===== src/rtl/pid_pkg.sv =====
// Shared definitions for the time-multiplexed PID controller: register field map,
// iteration state encoding and the saturating clip helper.
package pid_pkg;

    localparam logic [2:0] FLD_KP  = 3'd0;
    localparam logic [2:0] FLD_KI  = 3'd1;
    localparam logic [2:0] FLD_KD  = 3'd2;
    localparam logic [2:0] FLD_MIN = 3'd3;
    localparam logic [2:0] FLD_MAX = 3'd4;
    localparam logic [2:0] FLD_CLR = 3'd7;

    typedef enum logic [2:0] {
        ST_IDLE,
        ST_ERR,
        ST_MP,
        ST_MI,
        ST_MD,
        ST_SUM
    } state_t;

    // Largest / smallest value representable in a w-bit two's-complement word.
    function automatic logic signed [63:0] lim_max(input int w);
        return (64'sd1 <<< (w - 1)) - 64'sd1;
    endfunction

    function automatic logic signed [63:0] lim_min(input int w);
        return -(64'sd1 <<< (w - 1));
    endfunction

    // Clip a wide signed value into w-bit range; the caller truncates the result.
    function automatic logic signed [63:0] sat(input logic signed [63:0] x, input int w);
        logic signed [63:0] hi;
        logic signed [63:0] lo;
        hi = lim_max(w);
        lo = lim_min(w);
        if (x > hi) begin
            return hi;
        end else if (x < lo) begin
            return lo;
        end
        return x;
    endfunction

endpackage


===== src/rtl/pid_mc_mul_sat.sv =====
// Shared gain multiplier: signed product, floor shift by the gain fraction width,
// then saturation back to the data width.
module pid_mc_mul_sat
    import pid_pkg::*;
#(
    parameter int D_WIDTH = 16,
    parameter int Q_BITS  = 13
) (
    input  logic signed [D_WIDTH-1:0] a,
    input  logic signed [D_WIDTH-1:0] b,
    output logic signed [D_WIDTH-1:0] y
);

    logic signed [2*D_WIDTH-1:0] prod;
    logic signed [2*D_WIDTH-1:0] shifted;

    assign prod    = a * b;
    assign shifted = prod >>> Q_BITS;
    assign y       = D_WIDTH'(sat(64'(shifted), D_WIDTH));

endmodule


===== src/rtl/pid_mc.sv =====
// N-channel PID controller sharing one multiplier; a 6-cycle iteration per request
// with per-channel gains, output limits, anti-windup integrator and error derivative.
module pid_mc
    import pid_pkg::*;
#(
    parameter int D_WIDTH = 16,
    parameter int Q_BITS  = 13,
    parameter int N_CH    = 4,
    parameter int CH_W    = (N_CH > 1) ? $clog2(N_CH) : 1
) (
    input  logic                      clk,
    input  logic                      rstb,
    input  logic                      write_enable,
    input  logic [D_WIDTH-1:0]        reg_addr,
    input  logic [D_WIDTH-1:0]        reg_data,
    input  logic                      iterate_enable,
    input  logic                      in_valid,
    output logic                      in_ready,
    input  logic [CH_W-1:0]           in_ch,
    input  logic signed [D_WIDTH-1:0] target,
    input  logic signed [D_WIDTH-1:0] measurement,
    output logic signed [D_WIDTH-1:0] out,
    output logic [CH_W-1:0]           out_ch,
    output logic                      out_valid
);

    localparam logic signed [D_WIDTH-1:0] OUT_MAX_RST = D_WIDTH'(lim_max(D_WIDTH));
    localparam logic signed [D_WIDTH-1:0] OUT_MIN_RST = D_WIDTH'(lim_min(D_WIDTH));

    // Register write decode
    logic [2:0]      wr_field;
    logic [CH_W-1:0] wr_ch;
    logic            wr_ok;
    logic            clr_now;
    logic            unused_addr;

    assign wr_field    = reg_addr[2:0];
    assign wr_ch       = reg_addr[3 +: CH_W];
    assign wr_ok       = !write_enable && (32'(wr_ch) < N_CH);
    assign clr_now     = wr_ok && (wr_field == FLD_CLR);
    assign unused_addr = ^reg_addr[D_WIDTH-1:3+CH_W];

    // Iteration state and snapshot
    state_t                    state_reg;
    logic [CH_W-1:0]           cur_ch_reg;
    logic signed [D_WIDTH-1:0] tgt_reg, meas_reg;
    logic signed [D_WIDTH-1:0] kp_s_reg, ki_s_reg, kd_s_reg;
    logic signed [D_WIDTH-1:0] min_s_reg, max_s_reg, integ_s_reg, eprev_s_reg;
    logic signed [D_WIDTH-1:0] e_reg, integn_reg, d_reg;
    logic signed [D_WIDTH-1:0] p_reg, i_reg, dd_reg;
    logic signed [D_WIDTH-1:0] out_reg;
    logic [CH_W-1:0]           out_ch_reg;
    logic                      out_valid_reg;
    logic                      clr_pend_reg;

    // Per-channel storage views
    logic signed [D_WIDTH-1:0] kp_arr    [N_CH];
    logic signed [D_WIDTH-1:0] ki_arr    [N_CH];
    logic signed [D_WIDTH-1:0] kd_arr    [N_CH];
    logic signed [D_WIDTH-1:0] min_arr   [N_CH];
    logic signed [D_WIDTH-1:0] max_arr   [N_CH];
    logic signed [D_WIDTH-1:0] integ_arr [N_CH];
    logic signed [D_WIDTH-1:0] eprev_arr [N_CH];

    logic                      wb_en;
    logic                      wb_hold;
    logic signed [D_WIDTH-1:0] wb_integ;

    for (genvar gi = 0; gi < N_CH; gi++) begin : g_ch
        logic                      sel_wr;
        logic                      sel_wb;
        logic signed [D_WIDTH-1:0] kp_reg, ki_reg, kd_reg, min_reg, max_reg;
        logic signed [D_WIDTH-1:0] integ_reg, eprev_reg;

        assign sel_wr = wr_ok && (32'(wr_ch) == gi);
        assign sel_wb = wb_en && (32'(cur_ch_reg) == gi);

        always_ff @(posedge clk or negedge rstb) begin
            if (!rstb) begin
                kp_reg    <= '0;
                ki_reg    <= '0;
                kd_reg    <= '0;
                min_reg   <= OUT_MIN_RST;
                max_reg   <= OUT_MAX_RST;
                integ_reg <= '0;
                eprev_reg <= '0;
            end else begin
                if (sel_wr) begin
                    case (wr_field)
                        FLD_KP:  kp_reg  <= reg_data;
                        FLD_KI:  ki_reg  <= reg_data;
                        FLD_KD:  kd_reg  <= reg_data;
                        FLD_MIN: min_reg <= reg_data;
                        FLD_MAX: max_reg <= reg_data;
                        default: ;
                    endcase
                end
                // A clear landing on the same edge as writeback must win.
                if (sel_wr && wr_field == FLD_CLR) begin
                    integ_reg <= '0;
                    eprev_reg <= '0;
                end else if (sel_wb) begin
                    integ_reg <= wb_integ;
                    eprev_reg <= e_reg;
                end
            end
        end

        assign kp_arr[gi]    = kp_reg;
        assign ki_arr[gi]    = ki_reg;
        assign kd_arr[gi]    = kd_reg;
        assign min_arr[gi]   = min_reg;
        assign max_arr[gi]   = max_reg;
        assign integ_arr[gi] = integ_reg;
        assign eprev_arr[gi] = eprev_reg;
    end

    // ERR stage arithmetic, one guard bit before saturation
    logic signed [D_WIDTH:0]   diff_w, acc_w, dlt_w;
    logic signed [D_WIDTH-1:0] e_next, integn_next, d_next;

    assign diff_w      = {tgt_reg[D_WIDTH-1], tgt_reg} - {meas_reg[D_WIDTH-1], meas_reg};
    assign e_next      = D_WIDTH'(sat(64'(diff_w), D_WIDTH));
    assign acc_w       = {integ_s_reg[D_WIDTH-1], integ_s_reg} + {e_next[D_WIDTH-1], e_next};
    assign integn_next = D_WIDTH'(sat(64'(acc_w), D_WIDTH));
    assign dlt_w       = {e_next[D_WIDTH-1], e_next} - {eprev_s_reg[D_WIDTH-1], eprev_s_reg};
    assign d_next      = D_WIDTH'(sat(64'(dlt_w), D_WIDTH));

    // Shared multiplier operand select
    logic signed [D_WIDTH-1:0] mul_a, mul_b, mul_y;

    always_comb begin
        mul_a = kp_s_reg;
        mul_b = e_reg;
        case (state_reg)
            ST_MI: begin
                mul_a = ki_s_reg;
                mul_b = integn_reg;
            end
            ST_MD: begin
                mul_a = kd_s_reg;
                mul_b = d_reg;
            end
            default: ;
        endcase
    end

    pid_mc_mul_sat #(
        .D_WIDTH (D_WIDTH),
        .Q_BITS  (Q_BITS)
    ) u_mul (
        .a (mul_a),
        .b (mul_b),
        .y (mul_y)
    );

    // SUM stage: two extra bits hold p+i+d without overflow
    logic signed [D_WIDTH+1:0] s_w, min_ext, max_ext;
    logic signed [D_WIDTH-1:0] clamp_val;

    assign s_w     = {{2{p_reg[D_WIDTH-1]}}, p_reg} + {{2{i_reg[D_WIDTH-1]}}, i_reg}
                   + {{2{dd_reg[D_WIDTH-1]}}, dd_reg};
    assign min_ext = {{2{min_s_reg[D_WIDTH-1]}}, min_s_reg};
    assign max_ext = {{2{max_s_reg[D_WIDTH-1]}}, max_s_reg};

    always_comb begin
        clamp_val = s_w[D_WIDTH-1:0];
        if (min_s_reg > max_s_reg) begin
            clamp_val = max_s_reg;
        end else if (s_w > max_ext) begin
            clamp_val = max_s_reg;
        end else if (s_w < min_ext) begin
            clamp_val = min_s_reg;
        end
    end

    assign wb_hold  = ((s_w > max_ext) && (e_reg > 0)) || ((s_w < min_ext) && (e_reg < 0));
    assign wb_integ = wb_hold ? integ_s_reg : integn_reg;
    assign wb_en    = (state_reg == ST_SUM) && !clr_pend_reg
                    && !(clr_now && (wr_ch == cur_ch_reg));

    logic in_ch_ok;
    assign in_ch_ok = (32'(in_ch) < N_CH);
    assign in_ready = (state_reg == ST_IDLE) && iterate_enable;

    always_ff @(posedge clk or negedge rstb) begin
        if (!rstb) begin
            state_reg     <= ST_IDLE;
            cur_ch_reg    <= '0;
            tgt_reg       <= '0;
            meas_reg      <= '0;
            kp_s_reg      <= '0;
            ki_s_reg      <= '0;
            kd_s_reg      <= '0;
            min_s_reg     <= OUT_MIN_RST;
            max_s_reg     <= OUT_MAX_RST;
            integ_s_reg   <= '0;
            eprev_s_reg   <= '0;
            e_reg         <= '0;
            integn_reg    <= '0;
            d_reg         <= '0;
            p_reg         <= '0;
            i_reg         <= '0;
            dd_reg        <= '0;
            out_reg       <= '0;
            out_ch_reg    <= '0;
            out_valid_reg <= 1'b0;
            clr_pend_reg  <= 1'b0;
        end else begin
            out_valid_reg <= 1'b0;
            case (state_reg)
                ST_IDLE: begin
                    if (in_valid && in_ready && in_ch_ok) begin
                        cur_ch_reg   <= in_ch;
                        tgt_reg      <= target;
                        meas_reg     <= measurement;
                        kp_s_reg     <= kp_arr[in_ch];
                        ki_s_reg     <= ki_arr[in_ch];
                        kd_s_reg     <= kd_arr[in_ch];
                        min_s_reg    <= min_arr[in_ch];
                        max_s_reg    <= max_arr[in_ch];
                        integ_s_reg  <= integ_arr[in_ch];
                        eprev_s_reg  <= eprev_arr[in_ch];
                        clr_pend_reg <= clr_now && (wr_ch == in_ch);
                        state_reg    <= ST_ERR;
                    end
                end
                ST_ERR: begin
                    e_reg      <= e_next;
                    integn_reg <= integn_next;
                    d_reg      <= d_next;
                    state_reg  <= ST_MP;
                end
                ST_MP: begin
                    p_reg     <= mul_y;
                    state_reg <= ST_MI;
                end
                ST_MI: begin
                    i_reg     <= mul_y;
                    state_reg <= ST_MD;
                end
                ST_MD: begin
                    dd_reg    <= mul_y;
                    state_reg <= ST_SUM;
                end
                ST_SUM: begin
                    out_reg       <= clamp_val;
                    out_ch_reg    <= cur_ch_reg;
                    out_valid_reg <= 1'b1;
                    state_reg     <= ST_IDLE;
                end
                default: state_reg <= ST_IDLE;
            endcase
            if (state_reg != ST_IDLE && clr_now && wr_ch == cur_ch_reg) begin
                clr_pend_reg <= 1'b1;
            end
        end
    end

    assign out       = out_reg;
    assign out_ch    = out_ch_reg;
    assign out_valid = out_valid_reg;

endmodule


===== config.mk =====
export PLATFORM = sky130hd
export DESIGN_NAME = pid_mc
export DESIGN_NICKNAME = d
export VERILOG_FILES = /design/src/rtl/pid_pkg.sv /design/src/rtl/pid_mc_mul_sat.sv /design/src/rtl/pid_mc.sv
export SDC_FILE = /design/constraint.sdc
export NUM_CORES = 2
export LEC_CHECK = 0
export ABC_CLOCK_PERIOD_IN_PS = 12790
export CAP_MARGIN = 20
export CORE_MARGIN = 8
export CORE_UTILIZATION = 35
export CTS_CLUSTER_SIZE = 10
export DETAILED_ROUTE_END_ITERATION = 10
export PLACE_DENSITY_LB_ADDON = 0.08
export SLEW_MARGIN = 20
export SYNTH_ARGS = -nofsm -noshare
export SYNTH_HDL_FRONTEND = slang
export SYNTH_SLANG_ARGS = --single-unit

===== constraint.sdc =====
create_clock -name clk -period 12.79 [get_ports clk]
set_clock_uncertainty 0.05 [all_clocks]
set_input_delay 3.837 -clock clk [delete_from_list [all_inputs] [get_ports clk]]
set_output_delay 3.837 -clock clk [all_outputs]
set_load 0.05 [all_outputs]

==> Yosys cells after proc, flatten, opt, wreduce, memory -nomap -nowiden <==
Index checks and enable logic that the tools add are counted.
{ "totals": {"regBits": 713, "input_bits": 71, "out_inout_bits": 20, "word_cells": 218} }
{ "classes": {"addsub": 5, "multipliers": 1, "order_cmp": 14, "n_eq_ne": 19, "muxes": 69, "bitwise": 1, "n_reduce_logical": 60} }
{ "ops": {"columns": ["op", "n"], "rows": [
  ["2-to-1 mux 16 bit", 46],
  ["binary-select mux 16 bit (select 2 bit)", 7],
  ["one-hot mux 16 bit (2 select lines)", 2],
  ["> comparator 17 x 16 -> 1 bit, second input constant", 3],
  ["< comparator 17 x 16 -> 1 bit, second input constant", 3],
  ["AND reduction 2 bit", 22],
  ["adder 16 x 16 -> 17 bit", 2],
  ["subtractor 16 x 16 -> 17 bit", 2],
  ["multiplier 16 x 16 -> 32 bit", 1],
  ["logical AND 1 bit", 23],
  ["> comparator 19 x 16 -> 1 bit, second input constant", 1],
  ["< comparator 19 x 16 -> 1 bit, second input constant", 1],
  ["adder 17 x 16 -> 18 bit", 1],
  ["> comparator 18 x 16 -> 1 bit", 1],
  ["< comparator 18 x 16 -> 1 bit", 1],
  ["> comparator 16 x 1 -> 1 bit, second input constant", 1],
  ["> comparator 16 bit", 1],
  ["< comparator 16 x 1 -> 1 bit, second input constant", 1],
  ["one-hot mux 3 bit (5 select lines)", 1],
  ["equality test 3 x 2 -> 1 bit, second input constant", 4],
  ["equality test 3 bit, second input constant", 4],
  ["2-to-1 mux 1 bit", 12],
  ["nonzero test 2 bit", 6],
  ["equality test 2 bit, second input constant", 4],
  ["12 further kinds", 19]
]} }

==> Longest topological paths before layout <==
{ "depth": {"word_depth": 10, "depth_mapped": 35, "depth_no_buf": 30} }

==> Hierarchy <==
A second synthesis with hierarchy kept.
{ "unflattened": {"hier_cells": 3849, "hier_area_um2": 45077.0} }
{ "by_module_without_submodules": {"columns": ["mod", "n_inst", "cells_each", "area_each_um2", "seq_area_each_um2"], "rows": [
  ["pid_mc", 1, 2777, 35303.9, 17942.2],
  ["pid_mc_mul_sat", 1, 1072, 9773.1, 0.0]
]} }

==> Least setup slack after synthesis <==
Ideal clock, no wire load.
{ "synth_path": {"path_type": "reg2reg", "from": "reg state_reg[0]", "to": "reg p_reg[10]", "setup_time_ps": 77, "t_arrival_ps": 8040, "t_required_ps": 12663, "setup_slack_ps": 4622, "path_stages_with_launch": 33, "path_buffers": 6, "period_less_slack_ps": 8168, "path_cell_list": "dfrtp_1 -> buf_4 -> clkbuf_1 -> nor3_1 -> clkbuf_1 -> nand2_1 -> a21oi_1 -> a21o_1 -> clkbuf_1 -> nand2_1 -> fa_1 -> inv_1 -> fa_1 -> fa_1 -> fa_1 -> fa_1 -> inv_1 -> fa_1 -> inv_1 -> ha_1 -> clkbuf_1 -> a21o_1 -> a21o_1 -> a21o_1 -> a21oi_1 -> inv_1 -> or3_1 -> a31oi_1 -> o211ai_1 -> o2bb2ai_2 -> buf_2 -> o211ai_1 -> a21oi_1"} }
{ "synth_between": {"elab_chain_cells": 7, "word_cells_on_any_way": 12, "cone_classes": "1 x mul; 2 x order compare; 3 x eq/ne; 6 x mux"} }
{ "synth_rtl": {"columns": ["element", "line_no", "text"], "rows": [
  ["start, declared", "pid_mc.sv:44", "state_t state_reg;"],
  ["start signal, assigned", "pid_mc.sv:188", "state_reg <= ST_IDLE;"],
  ["start signal, assigned", "pid_mc.sv:225", "state_reg <= ST_ERR;"],
  ["start signal, assigned", "pid_mc.sv:232", "state_reg <= ST_MP;"],
  ["equality test 3 bit / equality test 3 x 2 -> 1 bit (equally long branches)", "pid_mc.sv:135", "case (state_reg)"],
  ["one-hot mux 16 bit (2 select lines)", "pid_mc.sv:135", null],
  ["multiplier 16 x 16 -> 32 bit", "pid_mc_mul_sat.sv:17", "assign prod = a * b;"],
  ["< comparator 19 x 16 -> 1 bit", "pid_pkg.sv:38", "end else if (x < lo) begin"],
  ["2-to-1 mux 1 bit", "pid_pkg.sv:38", null],
  ["2-to-1 mux 1 bit", "pid_pkg.sv:36", "if (x > hi) begin"],
  ["2-to-1 mux 16 bit", "pid_pkg.sv:41", "return x;"],
  ["end signal, assigned", "pid_mc.sv:235", "p_reg <= mul_y;"],
  ["end, declared", "pid_mc.sv:50", "logic signed [D_WIDTH-1:0] p_reg, i_reg, dd_reg;"]
]} }
Several ways; a longest one is shown, not always the timed one.
A chain may end at the register's enable or synchronous reset.

==> Worst setup path in the final report <==
{ "layout_path": {"from": "reg state_reg[0]", "to": "reg p_reg[6]"} }
Same word-level chain as after synthesis.

==> key figures <==
Floorplanning
  • Die Y: between 300 and 400 um
  • Initial core utilization: 35.11%
  • Total I/O pin count: 91
  • Core area: 126,900 um^2
  • Die ar.: approximately 140,000 um^2
  • Die Wd: 372.8 um
  • Row count: ~130

Final layout
  • Area growth, synth to finish: 12.51%
  • Fraction of layout cells with a size suffix above 1: between 20% and 30%
  • Fin area: 50,120 um^2
  • Nets: 4,438

Global route
  • Grt ovf: 0
  • Largest net degree at the start of global routing: 144
  • Initial antenna violation count: 4
  • Vias in the first global route: 31,647
  • Overall routing resource usage: approximately 18%
  • First-pass GRT wire length: 199.5 mm

Place
  • IO Port Bufs: 79
  • Placed Area: around 47,000 um^2
  • GPL Wtd Cong: 0.8092
  • Detail Placement HPWL: 88.94 mm
  • Dpl ws: 2.738 ns

CTS
  • CTS Buffer Depth: 3
  • CTS tree: done
  • Clock root cell: clkbuf_16
  • Clock Latency Late Sink: between 0.6 and 0.7 ns
  • Reg clk slew, reported paths: 0.06 ns
  • Htree depth: 3
  • Cts hold-fix bufs: 0
  • Sink Count: 713
  • Num CTS Buffers: 89
  • Post CTS Setup Buffer Count: 0
  • Post-CTS sizing: 0

Timing
  • Slew at the pin closest to its max-slew limit: 1.184 ns
  • Final Hold Slack: 0.4235 ns
  • RSZ-0062 raised after global routing: no
  • Worst slew margin: approximately a fifth
  • Clock period minus worst slack: 10.13 ns
  • Fin worst setup slack: around 2.7 ns
  • Achievable clock frequency: 98.74 MHz
  • Post-route setup TNS: 0 ns
  • Final Hold Vio Count: 0
  • Max Slew Vio Count: 0
  • Setup Viol. Count Final: 0
  • Period utilization: ~79%

Synth
  • Post-synth ARST share: 100.0%
  • Post-synth EDFFs: 0
  • Register area share after synthesis: between 40 and 50%
  • Cells after Synth: around 3,900
  • Yosys reg bits: 713
  • Area fraction of the dominant cell type after synthesis: between 30% and 40%
  • Predominant post-synthesis flop cell: dfrtp_1
  • Number of distinct library cells after synthesis: 83
  • Ys Warns: 0
  • Cell taking the most area after synthesis: dfrtp_1
  • Post-Syn Area: 44,550 um^2
  • Dominant cells by area after synthesis: dfrtp_1 (36%), fa_1 (13%), mux2_2 (12%)
  • Syn Nets: roughly 4,400
  • Synthesized area per cell: between 10 and 15 um^2

Drt
  • Drt pass-1 iters: 5
  • WL/cell: between 20 and 25 um
  • Remaining DRCs: 0
  • First DRT Iteration DRCs: ~1,700
  • Post-DRT Antenna Nets: 0
  • DRT Wirelength: ~130 mm
  • Via count: ~29,000
  • Vias/cell: a little over 5

Hold path
  • Worst Min Path Start: g_ch[2].integ_reg[12]$_DFFE_PN0P_
  • Hold endpoint: g_ch[2].integ_reg[12]$_DFFE_PN0P_
  • Hold-critical path depth: 2
  • Worst Hold Class: flop to flop

Critical path
  • CP endpoint kind: flop
  • Crit-path max FO: 19
  • Worst path arrival time: 10.66 ns
  • R2R Setup Slk: 2.66 ns
  • WS Path Type: flop to flop
  • RR Endpoint: p_reg[6]$_DFFE_PN0P_
  • Cells on worst reg2reg path: 27
  • Worst Path Required: ~13 ns
  • Worst R2R Start: state_reg[0]$_DFFE_PN0P_
  • Crit path launch type: flop

Job
  • Max Cap Viol: 0

Status
  • Status: finished, final reports clean
## worst max path at each step
stage                             start                    end  slack (ns)  cells past startpoint
6_report       state_reg[0]$_DFFE_PN0P_   p_reg[6]$_DFFE_PN0P_        2.66                     27
2_1_floorplan  state_reg[0]$_DFFE_PN0P_  p_reg[10]$_DFFE_PN0P_        4.62                     32
5_1_grt        state_reg[2]$_DFFE_PN0P_   i_reg[6]$_DFFE_PN0N_        2.10                     27
3_3_place_gp   state_reg[0]$_DFFE_PN0P_  p_reg[10]$_DFFE_PN0P_        2.88                     27
4_1_cts        state_reg[0]$_DFFE_PN0P_   p_reg[6]$_DFFE_PN0P_        2.72                     27
3_5_place_dp   state_reg[0]$_DFFE_PN0P_  dd_reg[6]$_DFFE_PN0N_        2.74                     27
## cell families after synthesis
group	count (synthesis)	share of synthesized area [%]
AOI/OAI and AO/OA	585	8.654
DFF	713	40.28
xor gates and xnor gates	72	1.432
muxes	623	18.49
buffers and inverters	608	5.182
and+or+nand+nor	764	7.415
adders and majority gates	496	18.55
## critical path: stages, from the launching register on
cell	delay [ns]
dfrtp_1	0.62
nor2_2	0.28
nand2_1	0.22
buf_4	0.32
nand2_1	0.10
a21oi_1	0.25
a21oi_1	0.99
nor2_1	0.18
fa_1	0.55
fa_1	0.49
ha_1	0.21
fa_1	0.48
inv_1	0.05
fa_1	0.49
fa_1	0.50
inv_1	0.04
ha_1	0.28
nand2_1	0.08
or3_1	0.43
a2111oi_1	0.51
a41oi_1	0.27
o31a_1	0.45
o31ai_4	0.56
o41ai_1	0.17
xor2_1	0.22
o211ai_2	0.64
o211ai_1	0.35
a21oi_1	0.22
## placed cells by master (no fill, tap or decap), types with 69 or more instances in the layout
cell             count
a21o_1              69
a21oi_1            163
clkbuf_16           91
clkdlybuf4s50_1     76
dfrtp_1            633
dfstp_2             80
fa_1               281
ha_1               194
inv_1              401
mux2_2             480
mux4_2             112
nand2_1            344
nor2_1             232
o21ai_0            128
## cell type report
type / count / area (um^2)
clock buffer: 135 / 2552
fill: 12456 / 76740
sequential: 713 / 17940
clock inverter: 17 / 262.8
tap: 1662 / 2079
timing repair buffer: 146 / 1388
antenna: 2 / 5.005
inverter: 402 / 1509
multi-input combinational: 2540 / 24380
## cells in the mapped netlist (68+ instances only)
cell type  count
dfrtp_1      633
mux2_2       480
inv_1        401
nand2_1      346
fa_1         281
nor2_1       234
ha_1         194
clkbuf_1     184
a21oi_1      168
o21ai_0      128
mux4_2       112
dfstp_2       80
a21o_1        69
a22o_1        68
## stage by stage
stage | utilization [%] | std cells
after floorplan | - | 3861
after global placement | 37.21 | 5458
after detailed placement | 37.24 | 5460
after CTS | 39.46 | 5612
after global routing | 39.50 | 5616
final | 39.51 | 5617
## routing by layer
| metal | vias to the layer above | wire length [um] | global-route usage (%) |
|---|---|---|---|
| li1 | 13276 | - | - |
| met3 | 147 | 5458 | 3.108 |
| met2 | 492 | 56610 | 28.69 |
| met1 | 15125 | 61790 | 26.51 |
| met5 | - | 0 | 0 |
| met4 | 0 | 3544 | 5.616 |
Power is left out: the tool's default activity adds up to more than one toggle a clock period on the data nets, which glitch-free logic cannot reach.
